**config.mk**
```make
export PLATFORM = sky130hd
export DESIGN_NAME = ucode_decode_seq
export DESIGN_NICKNAME = d
export VERILOG_FILES = /design/src/rtl/ucode_pkg.sv /design/src/rtl/ucode_match_table.sv /design/src/rtl/ucode_decode_seq.sv
export SDC_FILE = /design/constraint.sdc
export NUM_CORES = 1
export LEC_CHECK = 0
export CORE_UTILIZATION = 60
export CTS_BUF_LIST = sky130_fd_sc_hd__clkbuf_8
export DETAILED_ROUTE_END_ITERATION = 8
export PLACE_DENSITY = 0.83
export SYNTH_ARGS = -nofsm -noshare
export SYNTH_HDL_FRONTEND = slang
export SYNTH_SLANG_ARGS = --single-unit
```
**constraint.sdc**
```tcl
create_clock -name clk -period 5.14 [get_ports clk]
set_input_delay 1.028 -clock clk [delete_from_list [all_inputs] [get_ports clk]]
set_output_delay 1.028 -clock clk [all_outputs]
set_load 0.01 [all_outputs]
```
**src/rtl/ucode_pkg.sv**
```systemverilog
// Shared constants for the microcode decode sequencer: default widths and phase encoding.
package ucode_pkg;

   localparam int DEF_OP_W   = 4;
   localparam int DEF_FLAG_W = 2;
   localparam int DEF_CW_W   = 13;
   localparam int DEF_DEPTH  = 16;

   typedef enum logic {
      PHASE_FETCH = 1'b0,
      PHASE_EXEC  = 1'b1
   } phase_e;

   // Lookup key is {opcode, flags, phase}.
   function automatic int key_width(input int op_w, input int flag_w);
      return op_w + flag_w + 1;
   endfunction

endpackage

```
**src/rtl/ucode_match_table.sv**
```systemverilog
// Combinational ternary match of a key against DEPTH entries; lowest matching index wins.
module ucode_match_table #(
   parameter int K     = 7,
   parameter int DEPTH = 16,
   parameter int IDX_W = $clog2(DEPTH)
) (
   input  logic [K-1:0]     key,
   input  logic [K-1:0]     ent_key  [DEPTH],
   input  logic [K-1:0]     ent_care [DEPTH],
   input  logic [DEPTH-1:0] ent_valid,
   output logic             hit,
   output logic [IDX_W-1:0] idx
);

   logic [DEPTH-1:0] match;

   // A cleared care bit removes that key bit from the comparison.
   always_comb begin
      match = '0;
      for (int i = 0; i < DEPTH; i++) begin
         match[i] = ent_valid[i] && (((key ^ ent_key[i]) & ent_care[i]) == '0);
      end
   end

   // Scanning from the top down lets the lowest matching index overwrite the result last.
   always_comb begin
      hit = 1'b0;
      idx = '0;
      for (int i = DEPTH - 1; i >= 0; i--) begin
         if (match[i]) begin
            hit = 1'b1;
            idx = IDX_W'(i);
         end
      end
   end

endmodule

```
**src/rtl/ucode_decode_seq.sv**
```systemverilog
// Two-phase microcode decoder: a writable ternary pattern table maps {instr, flags, phase} to a control word.
// Optional registered miss flag output cw_miss is enabled by defining UCODE_MISS_FLAG_EN.
module ucode_decode_seq
   import ucode_pkg::*;
#(
   parameter int              OP_W       = DEF_OP_W,
   parameter int              FLAG_W     = DEF_FLAG_W,
   parameter int              CW_W       = DEF_CW_W,
   parameter int              DEPTH      = DEF_DEPTH,
   parameter logic [CW_W-1:0] DEFAULT_CW = '0,
   localparam int             K          = OP_W + FLAG_W + 1,
   localparam int             IDX_W      = $clog2(DEPTH)
) (
   input  logic              clk,
   input  logic              rst_n,
   input  logic              en,
   input  logic [OP_W-1:0]   instr,
   input  logic [FLAG_W-1:0] flags,
   input  logic              wr_en,
   input  logic [IDX_W-1:0]  wr_idx,
   input  logic [K-1:0]      wr_key,
   input  logic [K-1:0]      wr_care,
   input  logic [CW_W-1:0]   wr_cw,
`ifdef UCODE_MISS_FLAG_EN
   output logic              cw_miss,
`endif
   output logic [CW_W-1:0]   cw,
   output logic              cw_valid,
   output logic              phase
);

   // en is a single-cycle advance strobe with no back-pressure: each cycle it is high
   // the lookup registers into cw and the phase toggles; cw_valid marks that cycle's result.

   phase_e            state_q;
   phase_e            state_d;

   logic [K-1:0]      key_mem  [DEPTH];
   logic [K-1:0]      care_mem [DEPTH];
   logic [CW_W-1:0]   cw_mem   [DEPTH];
   logic [DEPTH-1:0]  valid_q;

   logic [K-1:0]      lookup_key;
   logic              hit;
   logic [IDX_W-1:0]  hit_idx;
   logic [CW_W-1:0]   lookup_cw;
   logic              miss_q;

   // Phase FSM: state register
   always_ff @(posedge clk) begin
      if (!rst_n) begin
         state_q <= PHASE_FETCH;
      end else begin
         state_q <= state_d;
      end
   end

   // Phase FSM: next state
   always_comb begin
      state_d = state_q;
      if (en) begin
         state_d = (state_q == PHASE_FETCH) ? PHASE_EXEC : PHASE_FETCH;
      end
   end

   // Phase FSM: outputs
   always_comb begin
      phase = (state_q == PHASE_EXEC);
   end

   assign lookup_key = {instr, flags, phase};

   ucode_match_table #(
      .K     (K),
      .DEPTH (DEPTH),
      .IDX_W (IDX_W)
   ) u_match (
      .key       (lookup_key),
      .ent_key   (key_mem),
      .ent_care  (care_mem),
      .ent_valid (valid_q),
      .hit       (hit),
      .idx       (hit_idx)
   );

   assign lookup_cw = hit ? cw_mem[hit_idx] : DEFAULT_CW;

   // Entry payloads are not reset; only the valid bits gate their use.
   always_ff @(posedge clk) begin
      if (rst_n && wr_en) begin
         key_mem[wr_idx]  <= wr_key;
         care_mem[wr_idx] <= wr_care;
         cw_mem[wr_idx]   <= wr_cw;
      end
   end

   always_ff @(posedge clk) begin
      if (!rst_n) begin
         valid_q <= '0;
      end else if (wr_en) begin
         valid_q[wr_idx] <= 1'b1;
      end
   end

   // The lookup above sees pre-write table contents, so a same-cycle write lands one lookup later.
   always_ff @(posedge clk) begin
      if (!rst_n) begin
         cw       <= '0;
         cw_valid <= 1'b0;
         miss_q   <= 1'b0;
      end else begin
         cw_valid <= en;
         if (en) begin
            cw     <= lookup_cw;
            miss_q <= !hit;
         end
      end
   end

`ifdef UCODE_MISS_FLAG_EN
   assign cw_miss = miss_q;
`else
   logic unused_miss;
   assign unused_miss = miss_q;
`endif

endmodule

```
======== Word level (Yosys, flattened, before mapping) ========
Memory sizes are Yosys's and may differ from the RTL's.
Index checks and enable logic that the tools add are counted.
word-level totals
  register bits ........................... 255
  memory bits (writable) .................. 208
  output and inout port bits .............. 15
  logic and storage cells ................. 152
  memories ................................ 1
operators by class
  $lt $le $gt $ge ......................... 4
  mux-type cells .......................... 42
  bitwise operators ....................... 34
  reduce and logical (&&, ||, !) cells .... 35
memory list
  name    depth  bits a word  read ports  clocked after Yosys merged registers in  wr ports  RTL line                RTL
  cw_mem  16     13           1           0                                        1         ucode_decode_seq.sv:40  logic [CW_W-1:0] cw_mem [DEPTH];
operators by type and width
  operator                                                               number
  112-bit bitwise mux                                                    2
  7-bit bitwise AND                                                      16
  7-bit zero test                                                        16
  7-bit bitwise XOR                                                      16
  4-bit two-way mux                                                      16
  7-bit demux with 4-bit select                                          1
  1-bit two-way mux                                                      20
  1-bit logical AND                                                      19
  16-bit OR                                                              1
  13-bit two-way mux                                                     1
  7-bit two-way mux                                                      1
  5-bit >= comparator, second input constant                             1
  4-bit by 5-bit < comparator with 1-bit output, second input constant   1
  5-bit by 1-bit < comparator with 1-bit output, second input constant   1
  4-bit inverter with 5-bit output                                       1
  1-bit demux with 4-bit select                                          1
  4-bit by 1-bit >= comparator with 1-bit output, second input constant  1

======== Logic depth before layout (Yosys ltp) ========
An unclocked memory read counts as a cell.
  word-level depth ........................ 22
  depth in mapped cells ................... 15

======== Hierarchy ========
Synthesis repeated with hierarchy kept, for this count alone.
second synthesis, totals
  cell total of the unflattened synthesis .. 874
  area, all modules ....................... 17548.1 um^2
modules (own cells, without submodules)
  module             times used  cells an instance  area each (um^2)
  ucode_decode_seq   1           638                15630.0
  ucode_match_table  1           236                1918.1

======== Worst setup path before layout ========
OpenSTA, ideal clock, no wires.
  path kind ............................... input-to-reg
  start point ............................. input port rst_n
  end point ............................... register care_mem[100] in the netlist's numbering, enable pin
  setup time .............................. 448 ps
  arrival time ............................ 3434 ps
  data required time ...................... 4692 ps
  setup slack ............................. 1258 ps
  stages on the path ...................... 3
  buffers on the path ..................... 1
  cell sequence ........................... clkbuf_1 > nand4b_1 > nor3_1
between the ends
  cells in the longest elaborated chain, start to end .. 1
ends and longest elaborated chain
  what                           RTL line                RTL
  start, declared                ucode_decode_seq.sv:15  input logic rst_n,
  1-bit logical AND              ucode_decode_seq.sv:90  if (rst_n && wr_en) begin
  end signal, assigned by index  ucode_decode_seq.sv:92  care_mem[wr_idx] <= wr_care;
  end, declared                  ucode_decode_seq.sv:39  logic [K-1:0] care_mem [DEPTH];
No other way between the ends.
A chain may end at the register's enable or synchronous reset.

======== Worst setup path after layout ========
  start point ............................. input port flags[0]
  end point ............................... register cw[1]
between the ends
  cells in the longest elaborated chain, start to end .. 22
ends and longest elaborated chain
  what                             RTL line                 RTL
  start, declared                  ucode_decode_seq.sv:18   input logic [FLAG_W-1:0] flags,
  7-bit bitwise XOR                ucode_match_table.sv:21  match[i] = ent_valid[i] && (((key ^ ent_key[i]) & ent_care[i]) == '0);
  7-bit bitwise AND                ucode_match_table.sv:21
  7-bit zero test                  ucode_match_table.sv:21
  1-bit logical AND                ucode_match_table.sv:21
  4-bit two-way mux (16 in a row)  ucode_match_table.sv:30  if (match[i]) begin
  memory read 16 x 13 bit          -
  13-bit two-way mux (*)           ucode_decode_seq.sv:86   assign lookup_cw = hit ? cw_mem[hit_idx] : DEFAULT_CW;
  end signal, assigned             ucode_decode_seq.sv:114  cw <= lookup_cw;
  end, declared                    ucode_decode_seq.sv:27   output logic [CW_W-1:0] cw,
Every way passes the cells marked *; elsewhere a longest branch is shown, timed or not.

==> Flow_metrics.wiki <==
{| class="wikitable"
! Metric !! Value
|-
| Clock insertion delay at the later pin of the skew report || a little under 600 ps
|-
| Maximum number of pins on one net before global-route repair || 47
|-
| Data required time at the worst endpoint || 5600 ps
|-
| Initial cell density of the core || 0.6149
|-
| Total iterations of the first detailed-routing run || 5
|-
| Count of flip-flops with a built-in enable after synthesis || 432
|-
| Library cells used by synthesis || between 40 and 50
|-
| Area enclosed by the die boundary || 30430 um^2
|-
| Kind of critical path || in2reg
|-
| Leakage || 6.948 nW
|-
| Number of DRC violations after detailed-routing iteration 0 || 977
|-
| Layout overhead on the synthesized area || 13.60%
|-
| GRT Residual Overflow || 0
|-
| Synthesis-stage register bit count || 463
|-
| Worst hold margin || 445.1 ps
|-
| Proportion of synthesized flip-flops having asynchronous set or reset || 0
|-
| Warning count from the yosys run || 0
|-
| Routed vias/inst || 5.975
|-
| CTS Hold Bufs || 0
|-
| Remaining DRCs || 0
|-
| Routability cong. || 0.7792
|-
| Placeable core region || 29010 um^2
|-
| Most Frequent Cell on Critical Path || sky130_fd_sc_hd__buf_12
|-
| Worst-case vdd ir drop || 0.0002695 V
|-
| Summed instance area of the synthesized netlist || 17840 um^2
|-
| Setup fix buffers added after clock tree synthesis || 0
|-
| Number of antenna violations at the first check in global routing || 0
|-
| Routed via count || about 9000
|-
| Aggregate routed wire length || 35.39 mm
|-
| Critical path, cell by cell || clkdlybuf4s50_1 -> buf_4 -> xor2_1 -> a22oi_1 -> and4_1 -> o2111ai_1 -> o31ai_4 -> buf_12 -> buf_12 -> mux2_2 -> o22ai_1 -> a211oi_1 -> a221o_1
|-
| Fraction of final layout cells with drive strength greater than 1 || 0.1644
|-
| Overall Power || 0.007156 W
|-
| Antenna diode count || 0
|-
| Type of element capturing the critical path || flip-flop
|-
| Vias in the first global route || 9457
|-
| Total clock buffers created by CTS || 70
|-
| Longest individual stage delay on the worst path || 870 ps
|-
| Part of the cycle the worst path needs || 0.8303
|-
| Highest achievable clock rate || 234.3 MHz
|-
| Die Width || 174.4 um
|-
| Number of instances in the synthesized netlist || 988
|-
| CTS Root Buffer Type || sky130_fd_sc_hd__clkbuf_8
|-
| Die Y || 174.4 um
|-
| Top library cells by usage in the layout, fill and taps aside || sky130_fd_sc_hd__edfxtp_1, sky130_fd_sc_hd__xor2_1, sky130_fd_sc_hd__clkbuf_8
|-
| CTS max path bufs || 3
|-
| Time the worst path needs with I/O delays and setup || 4268 ps
|-
| Leading cell types by total area after synthesis || sky130_fd_sc_hd__edfxtp_1, sky130_fd_sc_hd__xor2_1, sky130_fd_sc_hd__dfxtp_1
|-
| All-layer global routing usage || 0.2399
|-
| Dpl hpwl || slightly above 20 mm
|-
| Setup TNS Final || 0 ps
|-
| Routed wire per std cell || 22.80 um
|-
| Synthesized netlist net count || 1029
|-
| Synth area leader || sky130_fd_sc_hd__edfxtp_1
|-
| CP max FO || 46
|-
| Worst-margin pin slew || 1015 ps
|-
| Post-layout nets || ~1200
|-
| Number of buffers and inverters on the critical path || 4
|-
| Number of placed I/O pins || 56
|-
| Prevailing post-synth register cell || sky130_fd_sc_hd__edfxtp_1
|-
| Maximum level of the CTS H-tree || 3
|-
| Clock transition at path regs || ~60 ps
|-
| Power per Cell Area || 353.1 nW/um^2
|-
| Family with the most delay on the worst path || buffers and inverters
|-
| Master of the slowest instance on the critical path || sky130_fd_sc_hd__clkdlybuf4s50_1
|-
| Status || finished clean
|-
| Arrival time at the worst endpoint || 4720 ps
|-
| First-pass GRT wire length || 53.64 mm
|-
| Number of max-slew violations in the final report || 0
|-
| Slew HR || 0.3214
|-
| Antenna violation net count after detailed routing || 0
|-
| Fill cell count || between 1500 and 2000
|-
| Number of rows created at floorplan || 62
|-
| Setup repair after global routing missed its margin || no
|-
| Number of clock sinks || 463
|-
| Average cell area after synthesis || 18.06 um^2
|-
| HP Class || reg2reg
|-
| Post-cts gate resize count || 0
|-
| Most common cell after layout, fill and taps aside || sky130_fd_sc_hd__edfxtp_1
|-
| Max-cap check violation count || 0
|-
| Count of final setup violators || 0
|-
| Area share of the leading cell type in the synthesized netlist || 0.7271
|-
| Quantity of I/O buffers inserted on ports || 55
|-
| CTS tree || built
|-
| Final Hold Fails || 0
|-
| Sequential fraction of the synthesis area || 0.7619
|-
| Critical path startpoint category || input pin
|-
| Maximum clock skew at final layout || around 28 ps
|}
-- Yosys cell counts, types with 8 or more instances --
cell type                    n
sky130_fd_sc_hd__edfxtp_1  432
sky130_fd_sc_hd__xor2_1    113
sky130_fd_sc_hd__mux2i_1    55
sky130_fd_sc_hd__a22oi_1    48
sky130_fd_sc_hd__mux2_2     40
sky130_fd_sc_hd__nand2_1    32
sky130_fd_sc_hd__dfxtp_1    31
sky130_fd_sc_hd__nor2_1     28
sky130_fd_sc_hd__a221oi_1   19
sky130_fd_sc_hd__a21o_1     17
sky130_fd_sc_hd__buf_6      17
sky130_fd_sc_hd__nand4_1    17
sky130_fd_sc_hd__a211oi_1   12
sky130_fd_sc_hd__a21boi_0   12
sky130_fd_sc_hd__a221o_1     9
sky130_fd_sc_hd__and4_1      8
sky130_fd_sc_hd__buf_4       8
-- registers in the layout, indices dropped and copies added, names as in the netlist --
signal	cells
valid_q	16
cw_valid	1
cw_mem	208
cw	13
phase	1
care_mem	112
key_mem	112
-- layout make-up --
cell class,count,area (um^2),share of cell area
tap,384,480.5,0.02371
clock buffer,77,1060,0.05229
inverter,3,11.26,0.0005556
multi-input combinational,483,4040,0.1993
clock inverter,47,181.4,0.008952
timing repair buffer,95,900.9,0.04445
sequential,463,13590,0.6707
-- power by group --
group / switching (W) / internal, W / total [W]
Sequential: 0.0000185 / 0.00417 / 0.00419
Clock: 0.00129 / 0.00137 / 0.00266
Combinational: 0.000193 / 0.000117 / 0.000310
Total: 0.00150 / 0.00565 / 0.00716
-- logic make-up (layout without fill, tap and decap cells) --
kind of cell | count (synthesis) | count (layout) | synth area share
multiplexers | 100 | 100 | 0.05926
buffers and inverters | 42 | 222 | 0.01816
flip-flops | 463 | 463 | 0.7619
AND/OR/NAND/NOR | 107 | 107 | 0.03058
XOR/XNOR | 113 | 113 | 0.05547
AO/OA/AOI/OAI | 163 | 163 | 0.07462
-- path summary, 6_finish.rpt --
| kind | depth (start not counted) | endpoint | slack, ps | start |
|---|---|---|---|---|
| setup / recovery | 13 | cw[1] | 870 | flags[0] |
| hold / removal | 1 | valid_q[14] | 450 | valid_q[14] |
| setup reg to reg | 12 | cw[1] | 1560 | phase |
| hold reg to reg | 1 | valid_q[14] | 450 | valid_q[14] |
-- routing by layer --
| layer | GRT usage | wire, um |
|---|---|---|
| met5 | 0 | 0 |
| met3 | 0.04003 | 2126 |
| met4 | 0.1192 | 1580 |
| met1 | 0.2974 | 13740 |
| met2 | 0.4100 | 17950 |
-- per-stage QoR --
stage               setup WS, ps  utilization  cell area [um^2]  std cells
global route               705.6       0.6986             20270       1552
finish                     872.0       0.6986             20270       1552
floorplan                   1258            -             17840        988
CTS                        896.7       0.6986             20270       1552
detailed placement         296.8       0.6558             19030       1428
global placement           438.5       0.6558             19030       1428
Power figures use the tool's default switching activity.
